`src/rtl/toss_pkg.sv`:
```
// Shared types and constants for the coin-toss streak detection blocks.
package toss_pkg;

    typedef enum logic [1:0] {
        IDLE  = 2'd0,
        RUN   = 2'd1,
        CLEAR = 2'd2
    } ctrl_state_t;

    localparam int DEF_NUM_CH  = 4;
    localparam int DEF_RUN_LEN = 3;
    localparam int DEF_CNT_W   = 8;

    // Width of a channel index; never below one bit.
    function automatic int ch_idx_w(input int n);
        if (n > 1) begin
            return $clog2(n);
        end else begin
            return 1;
        end
    endfunction

endpackage

```
`src/rtl/rr_arbiter.sv`:
```
// Round-robin arbiter: one-hot grant starting at a rotating pointer.
module rr_arbiter
    import toss_pkg::*;
#(
    parameter int N = DEF_NUM_CH
) (
    input  logic         clock,
    input  logic         reset,
    input  logic         enable,
    input  logic [N-1:0] req,
    output logic [N-1:0] grant
);

    localparam int IW = ch_idx_w(N);

    logic [IW-1:0] ptr_r;
    logic [IW-1:0] ptr_nxt_s;
    logic [IW-1:0] sel_s;
    logic [N-1:0]  grant_s;
    logic          found_s;
    int            sel_v;

    // Scan from the pointer upward with wrap; first requester wins.
    always_comb begin
        grant_s   = '0;
        found_s   = 1'b0;
        ptr_nxt_s = ptr_r;
        sel_v     = 0;
        sel_s     = '0;
        for (int k = 0; k < N; k++) begin
            sel_v = (int'(ptr_r) + k) % N;
            sel_s = IW'(sel_v);
            if (enable && !found_s && req[sel_s]) begin
                grant_s[sel_s] = 1'b1;
                found_s        = 1'b1;
                ptr_nxt_s      = IW'((sel_v + 1) % N);
            end else begin
                found_s = found_s;
            end
        end
    end

    assign grant = grant_s;

    // Pointer only moves when a grant is issued.
    always_ff @(posedge clock or posedge reset) begin
        if (reset) begin
            ptr_r <= '0;
        end else begin
            ptr_r <= ptr_nxt_s;
        end
    end

endmodule

```
`src/rtl/toss_stream_scheduler.sv`:
```
// Shared consecutive-heads detector: arbitrates NUM_CH toss sources and keeps
// per-channel run lengths, streak levels and a saturating streak-start count.
module toss_stream_scheduler
    import toss_pkg::*;
#(
    parameter int NUM_CH  = DEF_NUM_CH,
    parameter int RUN_LEN = DEF_RUN_LEN,
    parameter int CNT_W   = DEF_CNT_W
) (
    input  logic                        clock,
    input  logic                        reset,
    input  logic                        cfg_enable,
    input  logic                        cfg_clear,
    input  logic [NUM_CH-1:0]           req_valid,
    input  logic [NUM_CH-1:0]           req_toss,
    output logic [NUM_CH-1:0]           req_ready,
    output logic [NUM_CH-1:0]           det_level,
    output logic                        det_pulse,
    output logic [ch_idx_w(NUM_CH)-1:0] det_ch,
    output logic [CNT_W-1:0]            hit_cnt,
    output logic                        busy
);

    localparam int IW = ch_idx_w(NUM_CH);
    localparam int RW = $clog2(RUN_LEN + 1);

    ctrl_state_t       state_r;
    ctrl_state_t       state_nxt_s;
    logic              arb_en_s;
    logic              clear_s;
    logic [NUM_CH-1:0] grant_s;
    logic [NUM_CH-1:0] accept_s;
    logic [NUM_CH-1:0] start_s;
    logic [NUM_CH-1:0] level_nxt_s;
    logic [IW-1:0]     start_idx_s;
    logic [NUM_CH-1:0] det_level_r;
    logic              det_pulse_r;
    logic [IW-1:0]     det_ch_r;
    logic [CNT_W-1:0]  hit_cnt_r;
    logic              busy_r;

    // Controller state register.
    always_ff @(posedge clock or posedge reset) begin
        if (reset) begin
            state_r <= IDLE;
        end else begin
            state_r <= state_nxt_s;
        end
    end

    // Controller next state; a clear request overrides every state.
    always_comb begin
        state_nxt_s = state_r;
        if (cfg_clear) begin
            state_nxt_s = CLEAR;
        end else begin
            case (state_r)
                IDLE: begin
                    if (cfg_enable) state_nxt_s = RUN;
                    else            state_nxt_s = IDLE;
                end
                RUN: begin
                    if (cfg_enable) state_nxt_s = RUN;
                    else            state_nxt_s = IDLE;
                end
                CLEAR: begin
                    if (cfg_enable) state_nxt_s = RUN;
                    else            state_nxt_s = IDLE;
                end
                default: state_nxt_s = IDLE;
            endcase
        end
    end

    // The clear pulse wins over any same-cycle request.
    assign arb_en_s = (state_r == RUN) && !cfg_clear;
    assign clear_s  = cfg_clear || (state_r == CLEAR);

    rr_arbiter #(
        .N (NUM_CH)
    ) u_arb (
        .clock  (clock),
        .reset  (reset),
        .enable (arb_en_s),
        .req    (req_valid),
        .grant  (grant_s)
    );

    assign req_ready = grant_s;
    assign accept_s  = req_valid & grant_s;

    for (genvar g = 0; g < NUM_CH; g++) begin : g_ch
        logic [RW-1:0] run_r;
        logic [RW-1:0] run_nxt;
        logic          start;

        // Run length update; a head on the last step below RUN_LEN starts a streak.
        always_comb begin
            run_nxt = run_r;
            start   = 1'b0;
            if (clear_s) begin
                run_nxt = '0;
            end else if (accept_s[g]) begin
                if (req_toss[g]) begin
                    if (run_r == RW'(RUN_LEN - 1)) start = 1'b1;
                    else                           start = 1'b0;
                    if (run_r != RW'(RUN_LEN)) run_nxt = run_r + RW'(1);
                    else                       run_nxt = run_r;
                end else begin
                    run_nxt = '0;
                end
            end else begin
                run_nxt = run_r;
            end
        end

        // Per-channel run length storage.
        always_ff @(posedge clock or posedge reset) begin
            if (reset) begin
                run_r <= '0;
            end else begin
                run_r <= run_nxt;
            end
        end

        assign start_s[g]     = start;
        assign level_nxt_s[g] = (run_nxt >= RW'(RUN_LEN));
    end

    // At most one channel is accepted per cycle, so at most one start bit is set.
    always_comb begin
        start_idx_s = '0;
        for (int k = 0; k < NUM_CH; k++) begin
            if (start_s[k]) start_idx_s = IW'(k);
            else            start_idx_s = start_idx_s;
        end
    end

    // Registered detection outputs and saturating streak counter.
    always_ff @(posedge clock or posedge reset) begin
        if (reset) begin
            det_level_r <= '0;
            det_pulse_r <= 1'b0;
            det_ch_r    <= '0;
            hit_cnt_r   <= '0;
            busy_r      <= 1'b0;
        end else begin
            busy_r      <= (state_nxt_s == RUN);
            det_level_r <= level_nxt_s;
            if (clear_s) begin
                det_pulse_r <= 1'b0;
                hit_cnt_r   <= '0;
            end else begin
                det_pulse_r <= |start_s;
                if (|start_s) begin
                    det_ch_r <= start_idx_s;
                    if (hit_cnt_r != {CNT_W{1'b1}}) begin
                        hit_cnt_r <= hit_cnt_r + CNT_W'(1);
                    end
                end
            end
        end
    end

    assign det_level = det_level_r;
    assign det_pulse = det_pulse_r;
    assign det_ch    = det_ch_r;
    assign hit_cnt   = hit_cnt_r;
    assign busy      = busy_r;

endmodule

```
`config.mk`:
```
export PLATFORM = sky130hd
export DESIGN_NAME = toss_stream_scheduler
export DESIGN_NICKNAME = d
export VERILOG_FILES = /design/src/rtl/toss_pkg.sv /design/src/rtl/rr_arbiter.sv /design/src/rtl/toss_stream_scheduler.sv
export SDC_FILE = /design/constraint.sdc
export NUM_CORES = 1
export LEC_CHECK = 0
export ABC_AREA = 1
export CAP_MARGIN = 20
export CORE_ASPECT_RATIO = 0.75
export CORE_UTILIZATION = 52
export CTS_CLUSTER_DIAMETER = 50
export CTS_CLUSTER_SIZE = 24
export DETAILED_ROUTE_END_ITERATION = 6
export GPL_TIMING_DRIVEN = 0
export PLACE_DENSITY = 0.79
export SKIP_LAST_GASP = 1
export SYNTH_ARGS = -nofsm -noshare
export SYNTH_HDL_FRONTEND = slang
export SYNTH_SLANG_ARGS = --single-unit
```
`constraint.sdc`:
```
create_clock -name clock -period 2.6 [get_ports clock]
set_input_delay 0.78 -clock clock [delete_from_list [all_inputs] [get_ports clock]]
set_output_delay 0.78 -clock clock [all_outputs]
set_load 0.005 [all_outputs]
```
==> results by group <==
GRT
  • Grt total ovfl: 0
  • First-pass GRT wire length: 8200 um
  • Total GRT Usage: 29.3%
  • Initial antenna violation count: 0
  • Pin count of the biggest net entering global routing: 28
  • Number of global-route vias before repair: 1801

Synth
  • EDFF count, synth: 0
  • Post-synthesis cell area: 1780 um2
  • Synth top cells by count: nand2_1, dfrtp_1, inv_1, nand3_1, nor2_1
  • Ys async rst share: 100%
  • Syn Inst Count: 224
  • Share of the synthesized area in the top cell type: 37.9%
  • Synth cell types: 28
  • Leading post-synthesis cells by cell area: dfrtp_1, nand2_1, ha_1
  • Seq cells post-synth: 27
  • Post-synth top flop: dfrtp_1
  • Dominant cell type by area after synthesis: dfrtp_1
  • Avg Cell Area, Syn: 7.97 um2
  • Most frequent cell after synthesis: nand2_1
  • Syn_nets: 245
  • Ys Warns: 0
  • Sequential share of the synthesized area: 37.9%

Floorplan
  • Core Area: 3290 um2
  • Die height: 52.7 um
  • Row cnt: 18
  • Die W: 69.6 um
  • Die Footprint: 3670 um2
  • Ports: 32
  • Initial core utilization: 54.3%

Clock network
  • CTS root buffer: clkbuf_8
  • Clk_lat worst skew: 280 ps
  • Clock tree buffer depth: 2
  • CTS tree: done
  • CTS buffer count: 3
  • Htree depth: 1
  • Clk slew on worst S/H paths: 90 ps
  • Post-CTS Hold Buffers: 0
  • CTS Sinks: 27

Timing
  • Max-slew violations: 0
  • Worst clock skew: 2.86 ps
  • Fmax: 0.362 GHz
  • Final Setup Violations: 4
  • Fin Setup TNS: -494 ps
  • Fin crit period: 2760 ps
  • Unrepaired setup endpoints after global routing: yes
  • Post-route setup slack: -162 ps
  • Relative slew margins: 69.0%
  • Fin crit share: 106%
  • Final Hold Vio Count: 0
  • Slew @ Worst Pin: 461 ps

Critical path
  • Critical Path RT: 1820 ps
  • Critical-path top delay cell: dfrtp_2
  • Worst path max stage delay: 460 ps
  • CP Max Fanout: 8
  • Delay-heaviest family, CP: simple AND/OR/NAND/NOR gates
  • Startpoint types: flip-flop
  • Worst-path cell chain: inv_4 > buf_6 > nand2_2 > nand3_1 > nand3_4 > nor2_4 > buf_6 > buf_6 > nand2_4 > nand3_4 > buf_6
  • Endpoint type of the worst setup path: output pin
  • Buffers & Inverters on Critical Path: 5
  • WP data arrival: 1980 ps
  • Crit path kind: flip-flop to output pin
  • CP most frequent cell: buf_6

Drt
  • Routed via count: 1939
  • ANT nets after route: 0
  • Routed WL: 5610 um
  • Routed WL per cell: 16.7 um
  • Routed vias/inst: 5.75
  • DRC: 0
  • DRT iter0 DRCs: 180
  • DRT Pass-1 Iters: 5

Placed design
  • Port Buf Inserts: 31
  • Final Wtd Congestion: 0.947
  • Placed cell area: 2140 um2
  • Hpwl dp: 2920 um

Min path
  • Hold crit path type: flip-flop to flip-flop

Run status
  • Failing checks: negative setup slack
  • Status: finished with violations

Job
  • Max Cap Viol: 0

Cells and area
  • Post-route cell area: 2610 um2
  • Ant. Diodes: 0
  • Synth-to-layout area growth: 46.2%
  • Share of cells above drive strength 1: 34.0%
  • Layout Nets: 319
  • FILL cells: 207

Power and ir drop
  • PwrDens: 651 nW/um2
  • VDD IR max: 0.000538 V
  • Pleak: 1.32 nW
  • Tot Pwr: 1.70 mW
==> placed cells by master (no fill, tap or decap) <==
master	count
a21oi_1	5
nor2_4	4
nor3b_1	2
nand4_2	1
nand2_2	15
nor3_1	2
buf_16	1
nor2_1	17
nand2_4	6
buf_6	8
a21o_1	1
and3_1	2
clkbuf_8	3
clkbuf_1	1
xor2_1	6
nand3_2	8
nand4_1	8
nand3_1	18
o21ai_2	1
buf_4	32
dfrtp_1	25
ha_1	8
nand2_1	43
clkinv_1	1
o21ai_0	7
nand3_4	5
a211oi_1	4
inv_1	21
o211ai_1	1
clkdlybuf4s50_1	22
nand3b_1	2
inv_4	3
buf_2	6
dfrtp_2	2
o2111ai_2	1
inv_2	4
ha_4	1
==> worst reg2reg max path: stages, from the launching register on <==
cell	delay, ps
dfrtp_2	460
inv_4	80
buf_6	160
nand2_2	110
nand3_1	160
nand3_4	110
nor2_4	150
buf_6	120
buf_6	100
nand2_4	50
nand3_4	100
buf_4	120
nand3_2	90
nand2_2	120
nor2_4	60
nand2_4	100
nand2_4	100
nand2_1	120
nand2_1	80
==> sequential cells by signal (all words and copies together) (netlist names) <==
register	cells
det_level	4
u_arb.ptr_r	2
det_ch	2
g_ch.run_r	8
det_pulse	1
hit_cnt	8
state_r	2
==> power by group <==
group / total, mW / switching [mW] / leakage (nW) / internal [mW]
clock: 0.244 / 0.133 / 0.0228 / 0.110
combinational: 0.981 / 0.562 / 0.932 / 0.418
sequential: 0.473 / 0.0304 / 0.367 / 0.443
total: 1.70 / 0.726 / 1.32 / 0.972
==> path summary, 6_finish.rpt <==
check | depth (start not counted) | slack [ps] | to | from
worst min register to register | 1 | 470 | state_r[0] | state_r[1]
max in group asynchronous | 3 | 1510 | g_ch[0].run_r[1] | reset
worst max-delay path | 11 | -160 | req_ready[2] | u_arb.ptr_r[0]
min in group asynchronous | 2 | 710 | g_ch[2].run_r[0] | reset
worst min-delay path | 1 | 470 | state_r[0] | state_r[1]
worst max register to register | 18 | 90 | hit_cnt[4] | u_arb.ptr_r[0]
==> kinds of logic (layout without fill, tap and decap cells) <==
group | count (synthesis) | in the layout | share of synthesized area, %
xor gates and xnor gates | 6 | 6 | 2.95
DFF | 27 | 27 | 37.9
adders and majority gates | 9 | 9 | 6.31
buffers and inverters | 29 | 102 | 6.10
and+or+nand+nor | 133 | 133 | 39.9
AOI/OAI and AO/OA | 20 | 20 | 6.87
==> per-layer routing <==
| metal | GRT usage [%] | routed length [um] | vias up |
|---|---|---|---|
| li1 | - | - | 884 |
| met1 | 35.1 | 2190 | 906 |
| met2 | 50.8 | 2610 | 118 |
| met3 | 5.96 | 533 | 31 |
| met4 | 15.3 | 277 | 0 |
| met5 | 0 | 0 | - |
==> final cells by class <==
type / instances / area (um2) / area share, %
Tap cell: 40 / 50.0 / 1.92
Inverter: 29 / 116 / 4.46
Timing Repair Buffer: 69 / 608 / 23.3
Sequential cell: 27 / 678 / 26.0
Multi-Input combinational cell: 168 / 1110 / 42.6
Clock buffer: 4 / 45.0 / 1.73
==> repair_timing <==
| action | in CTS | in global routing |
|---|---|---|
| pin swaps | 14 | 8 |
| endpoints found under the setup margin | 12 | 5 |
| setup buffers | 32 | 6 |
| resized for setup | 73 | 8 |
==> stage by stage <==
step           util [%]  cells  worst slack, ps  hold slack [ps]
2_1_floorplan         -    224              168              414
3_3_place_gp       65.2    295             -869              428
3_5_place_dp       65.2    295             -860              435
4_1_cts            76.2    331            -72.1              447
5_1_grt            79.3    337             -200              482
6_report           79.3    337             -162              475
Power figures use the tool's default switching activity.
